**src/rtl/gm_draw_pkg.sv**
```systemverilog
// rtl/gm_draw_pkg.sv - shared types for the Gold Miner draw scheduler
package gm_draw_pkg;

    localparam int X_W     = 9;
    localparam int Y_W     = 8;
    localparam int COLOR_W = 12;

    typedef enum logic [2:0] {
        ST_IDLE,
        ST_SELECT,
        ST_START,
        ST_WAIT,
        ST_FINISH
    } sched_state_t;

    typedef struct packed {
        logic [X_W-1:0]     x;
        logic [Y_W-1:0]     y;
        logic [COLOR_W-1:0] color;
        logic               we;
    } pixel_t;

endpackage

```
**src/rtl/draw_port_mux.sv**
```systemverilog
// rtl/draw_port_mux.sv - registered N-to-1 pixel mux feeding the VGA plot port
module draw_port_mux
    import gm_draw_pkg::*;
#(
    parameter int N_CLIENTS = 4,
    parameter int IDX_W     = 2
) (
    input  logic                   clock,
    input  logic                   resetn,
    input  pixel_t [N_CLIENTS-1:0] pix_i,
    input  logic [IDX_W-1:0]       sel_i,
    input  logic                   gate_i,
    output pixel_t                 pix_o
);

    pixel_t sel_pix;
    pixel_t pix_q;

    // Select the bundle of the client currently owning the port.
    always_comb begin
        sel_pix = pix_i[sel_i];
    end

    // Coordinates always follow the selected client; the write strobe only
    // escapes while the gate is open, so idle/select/start cycles never plot.
    always_ff @(posedge clock or negedge resetn) begin
        if (!resetn) begin
            pix_q <= '0;
        end else begin
            pix_q.x     <= sel_pix.x;
            pix_q.y     <= sel_pix.y;
            pix_q.color <= sel_pix.color;
            pix_q.we    <= sel_pix.we & gate_i;
        end
    end

    assign pix_o = pix_q;

endmodule

```
**src/rtl/draw_scheduler.sv**
```systemverilog
// rtl/draw_scheduler.sv - per-frame draw client sequencer and plot-port arbiter
module draw_scheduler
    import gm_draw_pkg::*;
#(
    parameter int N_CLIENTS = 4,
    parameter int TIMEOUT   = 200000
) (
    input  logic                         clock,
    input  logic                         resetn,
    input  logic                         frame_tick,
    input  logic [N_CLIENTS-1:0]         client_mask,
    input  logic [X_W*N_CLIENTS-1:0]     client_x,
    input  logic [Y_W*N_CLIENTS-1:0]     client_y,
    input  logic [COLOR_W*N_CLIENTS-1:0] client_color,
    input  logic [N_CLIENTS-1:0]         client_we,
    input  logic [N_CLIENTS-1:0]         client_done,
    output logic [N_CLIENTS-1:0]         client_en,
    output logic [X_W-1:0]               vga_x,
    output logic [Y_W-1:0]               vga_y,
    output logic [COLOR_W-1:0]           vga_color,
    output logic                         vga_plot,
    output logic                         busy,
    output logic                         frame_done,
    output logic                         overrun,
    output logic [N_CLIENTS-1:0]         timeout_flags,
    output logic [$clog2(N_CLIENTS)-1:0] cur_client
);

    localparam int IDX_W = $clog2(N_CLIENTS);
    localparam int CNT_W = $clog2(TIMEOUT + 1);
    localparam logic [IDX_W-1:0] LAST_IDX = IDX_W'(N_CLIENTS - 1);
    localparam logic [CNT_W-1:0] CNT_LAST = CNT_W'(TIMEOUT - 1);
    localparam logic [CNT_W-1:0] CNT_MAX  = '1;

    sched_state_t state_q, state_d;
    logic [IDX_W-1:0]     idx_q, idx_d;
    logic [N_CLIENTS-1:0] mask_q, mask_d;
    logic [CNT_W-1:0]     cnt_q, cnt_d;
    logic [N_CLIENTS-1:0] flags_q, flags_d;

    logic sel_done;
    logic wait_expired;
    logic last_idx;

    pixel_t [N_CLIENTS-1:0] pix;
    pixel_t                 vga_pix;

    assign sel_done     = client_done[idx_q];
    assign wait_expired = (cnt_q == CNT_LAST);
    assign last_idx     = (idx_q == LAST_IDX);

    // State and datapath registers; reset abandons any frame in flight.
    always_ff @(posedge clock or negedge resetn) begin
        if (!resetn) begin
            state_q <= ST_IDLE;
            idx_q   <= '0;
            mask_q  <= '0;
            cnt_q   <= '0;
            flags_q <= '0;
        end else begin
            state_q <= state_d;
            idx_q   <= idx_d;
            mask_q  <= mask_d;
            cnt_q   <= cnt_d;
            flags_q <= flags_d;
        end
    end

    // Next-state: walk the latched mask in index order, one client at a time.
    always_comb begin
        state_d = state_q;
        idx_d   = idx_q;
        mask_d  = mask_q;
        cnt_d   = cnt_q;
        flags_d = flags_q;
        case (state_q)
            ST_IDLE: begin
                if (frame_tick) begin
                    mask_d  = client_mask;
                    idx_d   = '0;
                    flags_d = '0;
                    state_d = ST_SELECT;
                end
            end
            ST_SELECT: begin
                if (mask_q[idx_q]) begin
                    state_d = ST_START;
                end else if (last_idx) begin
                    state_d = ST_FINISH;
                end else begin
                    idx_d = idx_q + IDX_W'(1);
                end
            end
            ST_START: begin
                cnt_d   = '0;
                state_d = ST_WAIT;
            end
            ST_WAIT: begin
                // Saturating so a very long wait can never alias back to zero.
                if (cnt_q != CNT_MAX) begin
                    cnt_d = cnt_q + CNT_W'(1);
                end
                if (sel_done || wait_expired) begin
                    // A done in the expiry cycle still counts as a clean finish.
                    if (!sel_done) begin
                        flags_d[idx_q] = 1'b1;
                    end
                    if (last_idx) begin
                        state_d = ST_FINISH;
                    end else begin
                        idx_d   = idx_q + IDX_W'(1);
                        state_d = ST_SELECT;
                    end
                end
            end
            ST_FINISH: begin
                state_d = ST_IDLE;
            end
            default: begin
                state_d = ST_IDLE;
            end
        endcase
    end

    // Start pulse is decoded purely from registered state.
    always_comb begin
        client_en = '0;
        if (state_q == ST_START) begin
            client_en[idx_q] = 1'b1;
        end
    end

    assign busy          = (state_q != ST_IDLE);
    assign frame_done    = (state_q == ST_FINISH);
    assign overrun       = frame_tick & (state_q != ST_IDLE);
    assign timeout_flags = flags_q;
    assign cur_client    = idx_q;

    // Unpack the per-client buses into pixel bundles for the port mux.
    always_comb begin
        pix = '0;
        for (int i = 0; i < N_CLIENTS; i++) begin
            pix[i].x     = client_x[X_W*i +: X_W];
            pix[i].y     = client_y[Y_W*i +: Y_W];
            pix[i].color = client_color[COLOR_W*i +: COLOR_W];
            pix[i].we    = client_we[i];
        end
    end

    draw_port_mux #(
        .N_CLIENTS (N_CLIENTS),
        .IDX_W     (IDX_W)
    ) u_port_mux (
        .clock  (clock),
        .resetn (resetn),
        .pix_i  (pix),
        .sel_i  (idx_q),
        .gate_i (state_q == ST_WAIT),
        .pix_o  (vga_pix)
    );

    assign vga_x     = vga_pix.x;
    assign vga_y     = vga_pix.y;
    assign vga_color = vga_pix.color;
    assign vga_plot  = vga_pix.we;

endmodule

```
**config.mk**
```make
export PLATFORM = sky130hd
export DESIGN_NAME = draw_scheduler
export DESIGN_NICKNAME = d
export VERILOG_FILES = /design/src/rtl/gm_draw_pkg.sv /design/src/rtl/draw_port_mux.sv /design/src/rtl/draw_scheduler.sv
export SDC_FILE = /design/constraint.sdc
export NUM_CORES = 1
export LEC_CHECK = 0
export BUFFER_PORTS_ARGS = -buffer_cell sky130_fd_sc_hd__buf_2
export CAP_MARGIN = 30
export CELL_PAD_IN_SITES_DETAIL_PLACEMENT = 0
export CELL_PAD_IN_SITES_GLOBAL_PLACEMENT = 1
export CORE_MARGIN = 2
export CORE_UTILIZATION = 34
export CTS_CLUSTER_DIAMETER = 200
export CTS_CLUSTER_SIZE = 40
export DETAILED_ROUTE_END_ITERATION = 12
export GPL_ROUTABILITY_DRIVEN = 0
export PLACE_DENSITY_LB_ADDON = 0.1
export REMOVE_ABC_BUFFERS = 1
export SLEW_MARGIN = 0
export SYNTH_ARGS = -nofsm -noshare
export SYNTH_HDL_FRONTEND = slang
export SYNTH_HIERARCHICAL = 1
export SYNTH_SLANG_ARGS = --single-unit
```
**constraint.sdc**
```tcl
create_clock -name clock -period 2.5 [get_ports clock]
set_input_delay 0.5 -clock clock [delete_from_list [all_inputs] [get_ports clock]]
set_output_delay 0.5 -clock clock [all_outputs]
set_load 0.02 [all_outputs]
```
# Yosys cells after proc, flatten, opt, wreduce, memory -nomap -nowiden
# Cells that the tools add are included.
# totals
regBits	61
mem_count	0
ram_bits	0
latchBits	0
romBits	0
# op_classes
bitwise	3
reduce_logical	12
n_div	0
mul	0
add_sub_neg	2
order_cmp	2
muxes	26
n_shift	0
eq_ne	13
# ops
op	count
30-bit binary-select mux with 2-bit select	1
18-bit case mux with 2 select lines	1
30-bit two-way mux	1
18-bit by 1-bit adder with 18-bit output, second input constant	1
18-bit equality test, second input constant	1
18-bit two-way mux	1
18-bit inequality test, second input constant	1
4-bit two-way mux	4
3-bit two-way mux	5
3-bit case mux with 4 select lines	1
2-bit inequality test, second input constant	5
2-bit two-way mux	4
4-bit case mux with 2 select lines	1
4-bit AND reduction	2
3-bit by 2-bit equality test with 1-bit output, second input constant	2
2-bit case mux with 3 select lines	1
3-bit nonzero test	2
1-bit binary-select mux with 2-bit select	2
4-bit bitwise OR	1
2-bit AND reduction	2
2-bit nonzero test	2
3-bit by 1-bit equality test with 1-bit output, second input constant	1
3-bit equality test, second input constant	1
3-bit zero test	1
11 further kinds	14

# Depth between registers and ports, before layout
# Gate-level depths: netlist of the first run.
# depth
word_depth	8
depth_mapped	6
ltp_nobuf	6

# Cells and area by module
# The synthesis of the first run kept the hierarchy.
# modules_own_cells
module	area_each_um2	instances	cells_each
draw_scheduler	1783.0	1	183
draw_port_mux	1471.4	1	67

# Worst setup path before layout of the first run
# OpenSTA, ideal clock, no wires.
# synth_path
path_type	register -> register
start	register idx_q[0] (netlist: cur_client[0])
end	register state_q[0]
path_slack_ps	489
required_time_ps	2413
arrival_time_ps	1924
stages_incl_launch_ff	6
path_cell_list	dfrtp_1 -> mux4_2 -> or3_1 -> a31oi_2 -> nor2_1 -> a211oi_2
# synth_via
elab_chain_len	5
word_cells_on_any_way	13
classes_between	eq/ne (3); mux (8); reduce/logical (2)
# synth_rtl
element	line	text
start, declared	draw_scheduler.sv:36	logic [IDX_W-1:0] idx_q, idx_d;
start signal, assigned	draw_scheduler.sv:62	idx_q <= idx_d;
1-bit binary-select mux with 2-bit select	draw_scheduler.sv:48	assign sel_done = client_done[idx_q];
1-bit two-way mux (not written as such)	draw_scheduler.sv:48	
1-bit logical OR	draw_scheduler.sv:103	if (sel_done || wait_expired) begin
2-bit inequality test (no line)	n/a	
3-bit AND reduction (no line)	n/a	
end signal, assigned	draw_scheduler.sv:61	state_q <= state_d;
end, declared	draw_scheduler.sv:35	sched_state_t state_q, state_d;
# Several ways; a longest one is shown, not always the timed one. The select of a mux whose other input is x is not followed.
# A chain may end at the register's enable or synchronous reset.

# Worst setup path in the final report of the first run
# layout_path
start	register state_q[2]
end	output overrun
# layout_via
elab_chain_len	2
# layout_rtl
element	line	text
3-bit nonzero test	draw_scheduler.sv:135	assign overrun = frame_tick & (state_q != ST_IDLE);
1-bit bitwise AND	draw_scheduler.sv:135	
end, declared	draw_scheduler.sv:24	output logic overrun,
# Every way passes these cells.

==> key figures, run 1 <==
Clock tree
  – Clk slew on worst S/H paths: approximately 0.07 ns
  – CTS H-tree lvls: 3
  – CTS tree: built
  – Root Driver: clkbuf_8
  – Post-cts sizing count: 0
  – Hold Buf Count CTS: 0
  – Post-CTS setup buffers: 0
  – Clk_lat worst skew: 0.33 ns
  – TritonCTS Buffers: 9
  – Longest Clk Path Bufs: 2
  – CTS sink count: 61

Synth
  – Top post-synthesis cells by area: dfrtp_1, mux4_2, nor2_1
  – Async SR Flop Fraction: 100%
  – Gate count of the mapped netlist: between 200 and 300
  – Count of cell types in the netlist: 49
  – Synthesized flop and latch total: 61
  – Number of enable flip-flop cells after synthesis: 0
  – Top_reg_cell synth: dfrtp_1
  – Cell taking the most area after synthesis: dfrtp_1
  – Mapped Area: approximately 3300 sq um
  – Synth Warn #: 6
  – Sequential share of the synthesized area: 46.9%
  – Average size of a mapped cell: approximately 13 sq um
  – Top cell type's share of synthesized area: 46.9%

Final layout
  – Final Cell Area: 4460 sq um
  – Antenna cell count: 0
  – Total of fill cells in the finished design: a little over 900
  – Area growth from synthesis to layout: 37.1%
  – Fin nets: 565
  – Share of layout cells above drive strength 1: 55.8%

Power
  – Comb pwr share: 47.8%
  – NetSw: 1.80 mW
  – Clk pwr share: 18.9%
  – P_leak: 2.16 nW
  – Net Sw Frac: 39.3%
  – PD cells: 1030 nW/um^2
  – Pint: 2.79 mW
  – Power share of the sequential group: 33.3%
  – Max IR drop VDD: between 0.0003 and 0.0004 V

Drt
  – Aggregate routed wire length: between 9000 and 10000 um
  – Initial DRC count: 81
  – DR vias/cell: between 5 and 6
  – Post-route DRC: 0
  – WL/cell: roughly 17 um
  – Post-detailed-route count of antenna-violating nets: 0
  – Drt first pass iters: 4
  – Via Count: 2833

Floorplan
  – Rows: 35
  – Die Area: 10400 sq um
  – Die Wd: 102 um
  – Initial Util: approximately a third
  – Io pins: 174
  – Die Height: ~100 um
  – Core ar.: 9280 sq um

Setup path
  – CP max-delay cell: dfrtp_1
  – CP startpoint kind: register
  – Setup Crit Path Kind: register to output pin
  – Worst path arrival time: 1.59 ns
  – Worst Path Required: roughly 2 ns
  – Worst Path Max Fanout: 9
  – CP Capture Type: output pin
  – CP top delay family: simple AND/OR/NAND/NOR gates
  – Crit path cell chain: or3_1 -> and2_1 -> buf_2
  – Max incr delay on CP: 0.47 ns
  – Number of buffers and inverters on the critical path: 1
  – R2r setup slk: 0.52 ns

Timing
  – Skew final: 0.00733 ns
  – Setup violators final: 0
  – Final period demand of the worst path: 2.09 ns
  – Crit share post-route: 83.6%
  – Slack of the critical path: 0.410 ns
  – Hold Worst Slack: 0.0485 ns
  – Worst-margin pin slew: around 0.70 ns
  – Rel. slew slack: a little over half
  – Number of slew-limit violations in the final report: 0
  – RSZ-0062 raised after global routing: no
  – Final Hold Viols: 0
  – Max Fclk: 0.478 GHz

Global routing
  – Vias in the first global route: just over 3000
  – First-pass GRT wire length: 15700 um
  – Grt ovf: 0
  – Total Routing Usage GR: 20.1%
  – Largest net degree at the start of global routing: 32
  – Initial antenna violation count: 0

Placed design
  – Post-DP HPWL: slightly below 8000 um
  – PortBufs: 173
  – Pre-CTS setup slack: 0.440 ns
  – Placed inst area: around 4300 sq um

Job
  – Max Cap Viol: 0

Min path
  – Type of the most critical hold path: input port to async pin

Run status
  – Outcome: complete, no violations
## through the flow
stage	TNS, ns	instances	utilization [%]	total power, mW
detailed placement	0	547	46.0	3.78
CTS	0	563	48.1	4.67
global placement	0	547	46.0	3.76
finish	0	563	48.1	4.59
floorplan	-4.67	239	-	3.00
global route	0	563	48.1	4.90
## layout make-up
| class | count | area (sq um) | area share (%) |
|---|---|---|---|
| clock buffers | 12 | 145 | 3.25 |
| clock inverters | 4 | 47.5 | 1.07 |
| inverters | 7 | 26.3 | 0.589 |
| multi-input cells | 171 | 1640 | 36.8 |
| flip-flops and latches | 61 | 1530 | 34.2 |
| well taps | 129 | 161 | 3.62 |
| repair buffers | 179 | 911 | 20.4 |
## metal layers
metal	wire length [um]	GRT usage, %
met3	680	5.47
met2	4660	31.3
met1	4040	25.6
met5	0	0
met4	373	11.0
## kinds of logic after synthesis
logic type	synth area share, %
and+or+nand+nor	14.7
DFF	46.9
muxes	24.1
AOI/OAI and AO/OA	6.04
buffers and inverters	2.58
xor gates and xnor gates	3.77
adders and majority gates	1.92
## synth_stat cells, drive strengths merged, types with 2 or more instances
library cell,count
dfrtp,61
mux4,31
nor2,27
nand2,10
a21oi,9
o21ai,8
clkbuf,7
inv,7
nor3,7
or3,7
xnor2,7
xor2,7
and3,6
ha,5
nand3,5
nand4,5
a211oi,4
and2,4
buf,4
mux2,4
mux2i,4
nor4,4
o211ai,2
o22ai,2
or2,2
## worst reg2reg max path, stage by stage (launching register included)
cell and delay [ns]:
dfrtp_2 0.45, mux4_2 0.56, or3_1 0.35, a31oi_2 0.25
nor2_1 0.10, a211oi_2 0.20
## placed cells by master (no fill, tap or decap), types with 7 or more instances in the layout
master and count:
xor2_1 7, xnor2_1 7, a21oi_1 9, clkbuf_8 10
nand2_1 10, mux4_2 31, nor2_1 26, buf_2 173
dfrtp_1 60
## power groups by stage
stage                     registers, mW  logic, mW  clock network (mW)
after global placement             1.55       2.21                   0
final                              1.53       2.20               0.866
after global routing               1.58       2.38               0.946
after detailed placement           1.55       2.22                   0
after floorplan                    2.02      0.986                   0
after CTS                          1.54       2.23               0.901
## state kept, by name (all words and copies together) (netlist names)
register	count
u_port_mux/pix_o	30
timeout_flags	4
mask_q	4
cnt_q	18
cur_client	2
state_q	3
## path summary, 6_finish.rpt
check / start / endpoint / cells after the start
max in group asynchronous: resetn / cur_client[0] / 2
min in group clock: client_mask[2] / mask_q[2] / 2
hold reg to reg: mask_q[1] / mask_q[1] / 1
hold / removal: resetn / u_port_mux/pix_o[5] / 1
setup reg to reg: cur_client[0] / state_q[0] / 5
setup / recovery: state_q[2] / overrun / 3
(Power assumes the default switching activity.)
==> inputs of run 2 (changes only) <==
Settings changed: CORE_UTILIZATION 34 to 31.
Clock period 2.5 ns to 1.8 ns, I/O delays scaled along.
==> key figures, run 2 (same netlist as run 1, synthesis figures left out) <==
Setup path
  – Setup Crit Path Kind: register to output pin (unchanged)
  – CP Capture Type: output pin (unchanged)
  – Worst Path Required: 1.44 ns (was 2.00 ns)
  – Worst Path Max Fanout: 4 (was 9)
  – Worst path arrival time: 1.47 ns (was 1.59 ns)
  – CP startpoint kind: register (unchanged)

Power
  – Comb pwr share: 54.8% (was 47.8%)
  – P_leak: 2.36 nW (was 2.16 nW)
  – Max IR drop VDD: 0.000543 V (was 0.000398 V)
  – Clk pwr share: 15.2% (was 18.9%)
  – Net Sw Frac: 38.8% (was 39.3%)
  – Pint: 4.22 mW (was 2.79 mW)
  – NetSw: 2.68 mW (was 1.80 mW)
  – PD cells: 1390 nW/um^2 (was 1030 nW/um^2)
  – Power share of the sequential group: 30.0% (was 33.3%)

Global routing
  – First-pass GRT wire length: 16700 um (was 15700 um)
  – Initial antenna violation count: 0 (unchanged)
  – Grt ovf: 0 (unchanged)
  – Total Routing Usage GR: 19.4% (was 20.1%)
  – Vias in the first global route: 3264 (was 3055)
  – Largest net degree at the start of global routing: 62 (was 32)

Timing
  – Skew final: 0.00947 ns (was 0.00733 ns)
  – Max Fclk: ~0.55 GHz
  – Worst-margin pin slew: 0.396 ns (was 0.697 ns)
  – RSZ-0062 raised after global routing: yes (was no)
  – Final period demand of the worst path: around 1.8 ns
  – Crit share post-route: 102%
  – Number of slew-limit violations in the final report: 0 (unchanged)
  – Setup violators final: 5 (was 0)
  – Final Hold Viols: 0 (unchanged)
  – Hold Worst Slack: 0.0282 ns (was 0.0485 ns)
  – Rel. slew slack: 73.6% (was 53.2%)
  – Slack of the critical path: -0.0333 ns (was 0.410 ns)

Drt
  – Drt first pass iters: 4 (unchanged)
  – WL/cell: 17.2 um (was 17.3 um)
  – Aggregate routed wire length: 10400 um (was 9760 um)
  – DR vias/cell: 4.79 (was 5.03)
  – Initial DRC count: 71 (was 81)
  – Via Count: 2912 (was 2833)
  – Post-detailed-route count of antenna-violating nets: 0 (unchanged)
  – Post-route DRC: 0 (unchanged)

Placed design
  – Pre-CTS setup slack: -0.105 ns (was 0.440 ns)
  – Post-DP HPWL: 8200 um (was 7790 um)
  – PortBufs: 173 (unchanged)

Floorplan
  – Die Wd: 106 um (was 102 um)
  – Die Height: 106 um (was 102 um)
  – Die Area: 11300 sq um (was 10400 sq um)
  – Io pins: 174 (unchanged)
  – Rows: 37 (was 35)
  – Initial Util: 31.7% (was 35.1%)
  – Core ar.: 10300 sq um (was 9280 sq um)

Clock tree
  – Longest Clk Path Bufs: 2 (unchanged)
  – Clk_lat worst skew: 0.34 ns (was 0.33 ns)
  – TritonCTS Buffers: 9 (unchanged)
  – Clk slew on worst S/H paths: 0.07 ns (about the same)
  – CTS sink count: 61 (unchanged)
  – CTS tree: built (unchanged)
  – Root Driver: clkbuf_8 (unchanged)
  – CTS H-tree lvls: 3 (unchanged)
  – Hold Buf Count CTS: 0 (unchanged)

Final layout
  – Antenna cell count: 0 (unchanged)
  – Total of fill cells in the finished design: 1011 (was 912)
  – Fin nets: 604 (was 565)
  – Max reg flops: 30 (unchanged)
  – Most frequent cells in the layout: buf_2, dfrtp_1, buf_4, mux4_2, nor2_1 (was buf_2, dfrtp_1, mux4_2, nor2_1)
  – Area growth from synthesis to layout: 52.7% (was 37.1%)
  – Share of layout cells above drive strength 1: 64.8% (was 55.8%)
  – Final core area utilization: 48.3% (was 48.1%)
  – Commonest non-fill, non-tap cell in the layout: buf_2 (unchanged)

Run status
  – Failing checks: setup timing
  – Outcome: finished, violations left (was complete, no violations)

Min path
  – Type of the most critical hold path: input port to async pin (unchanged)

Job
  – Max Cap Viol: 0 (unchanged)
run 2: changes by cell type in the layout (fill, tap and decap cells not counted), sizes merged:
cell,before,now
bufinv,1,0
clkbuf,12,13
buf,179,218
clkinvlp,1,0
run 2: timing repair:
item / in CTS / in global routing
gates resized for setup: 30 / 29
pin swaps: 3 / 15
setup endpoints to repair: 11 / 27
setup buffers: 6 / 8
endpoints found under the hold margin: 0 / 0
run 2: per-layer routing:
layer / track usage (%) / wire (um) / up-vias
li1: - / - / 1384
met1: 22.7 / 4160 / 1419
met2: 34.3 / 5500 / 96
met3: 4.54 / 538 / 13
met4: 7.70 / 227 / 0
met5: 0 / 0 / -
run 2: final cells by class:
| cell class | count | area, sq um | share of cell area [%] |
|---|---|---|---|
| Clock buffer | 13 | 149 | 3.00 |
| Clock inverter | 2 | 10.0 | 0.201 |
| Inverter | 7 | 33.8 | 0.680 |
| Multi-Input combinational cell | 171 | 1800 | 36.2 |
| Sequential cell | 61 | 1530 | 30.8 |
| Tap cell | 136 | 170 | 3.42 |
| Timing Repair Buffer | 218 | 1270 | 25.6 |
run 2: path summary, 6_finish.rpt:
check	start	endpoint	slack (ns)	depth (start not counted)
min	resetn	u_port_mux/pix_o[17]	0.03	2
max in group asynchronous	resetn	cur_client[1]	1.46	2
min in group clock	client_mask[3]	mask_q[3]	0.26	2
max reg2reg	cur_client[0]	cur_client[1]	-0.02	5
max	state_q[2]	overrun	-0.03	3
min reg2reg	timeout_flags[2]	timeout_flags[2]	0.51	2
run 2: power by group through the flow:
stage / clock [mW] / sequential [mW] / combinational, mW
2_1_floorplan: 0 / 2.80 / 1.37
3_3_place_gp: 0 / 2.08 / 3.40
3_5_place_dp: 0 / 2.10 / 3.39
4_1_cts: 1.09 / 2.07 / 3.65
5_1_grt: 1.13 / 2.13 / 4.07
6_report: 1.05 / 2.07 / 3.78
run 2: critical path, stage by stage, from the launching register on:
cell and delay [ns]:
dfrtp_2 0.45, or3_4 0.39, and2_4 0.17, buf_6 0.12
run 2: per-stage QoR:
step / power, mW / setup TNS, ns / cell area, sq um / std cells
global route: 7.34 / -0.537 / 4970 / 608
global placement: 5.48 / -0.205 / 4490 / 580
CTS: 6.81 / -0.267 / 4790 / 601
floorplan: 4.17 / -28.85 / 3200 / 239
finish: 6.90 / -0.137 / 4970 / 608
detailed placement: 5.49 / -0.249 / 4490 / 580
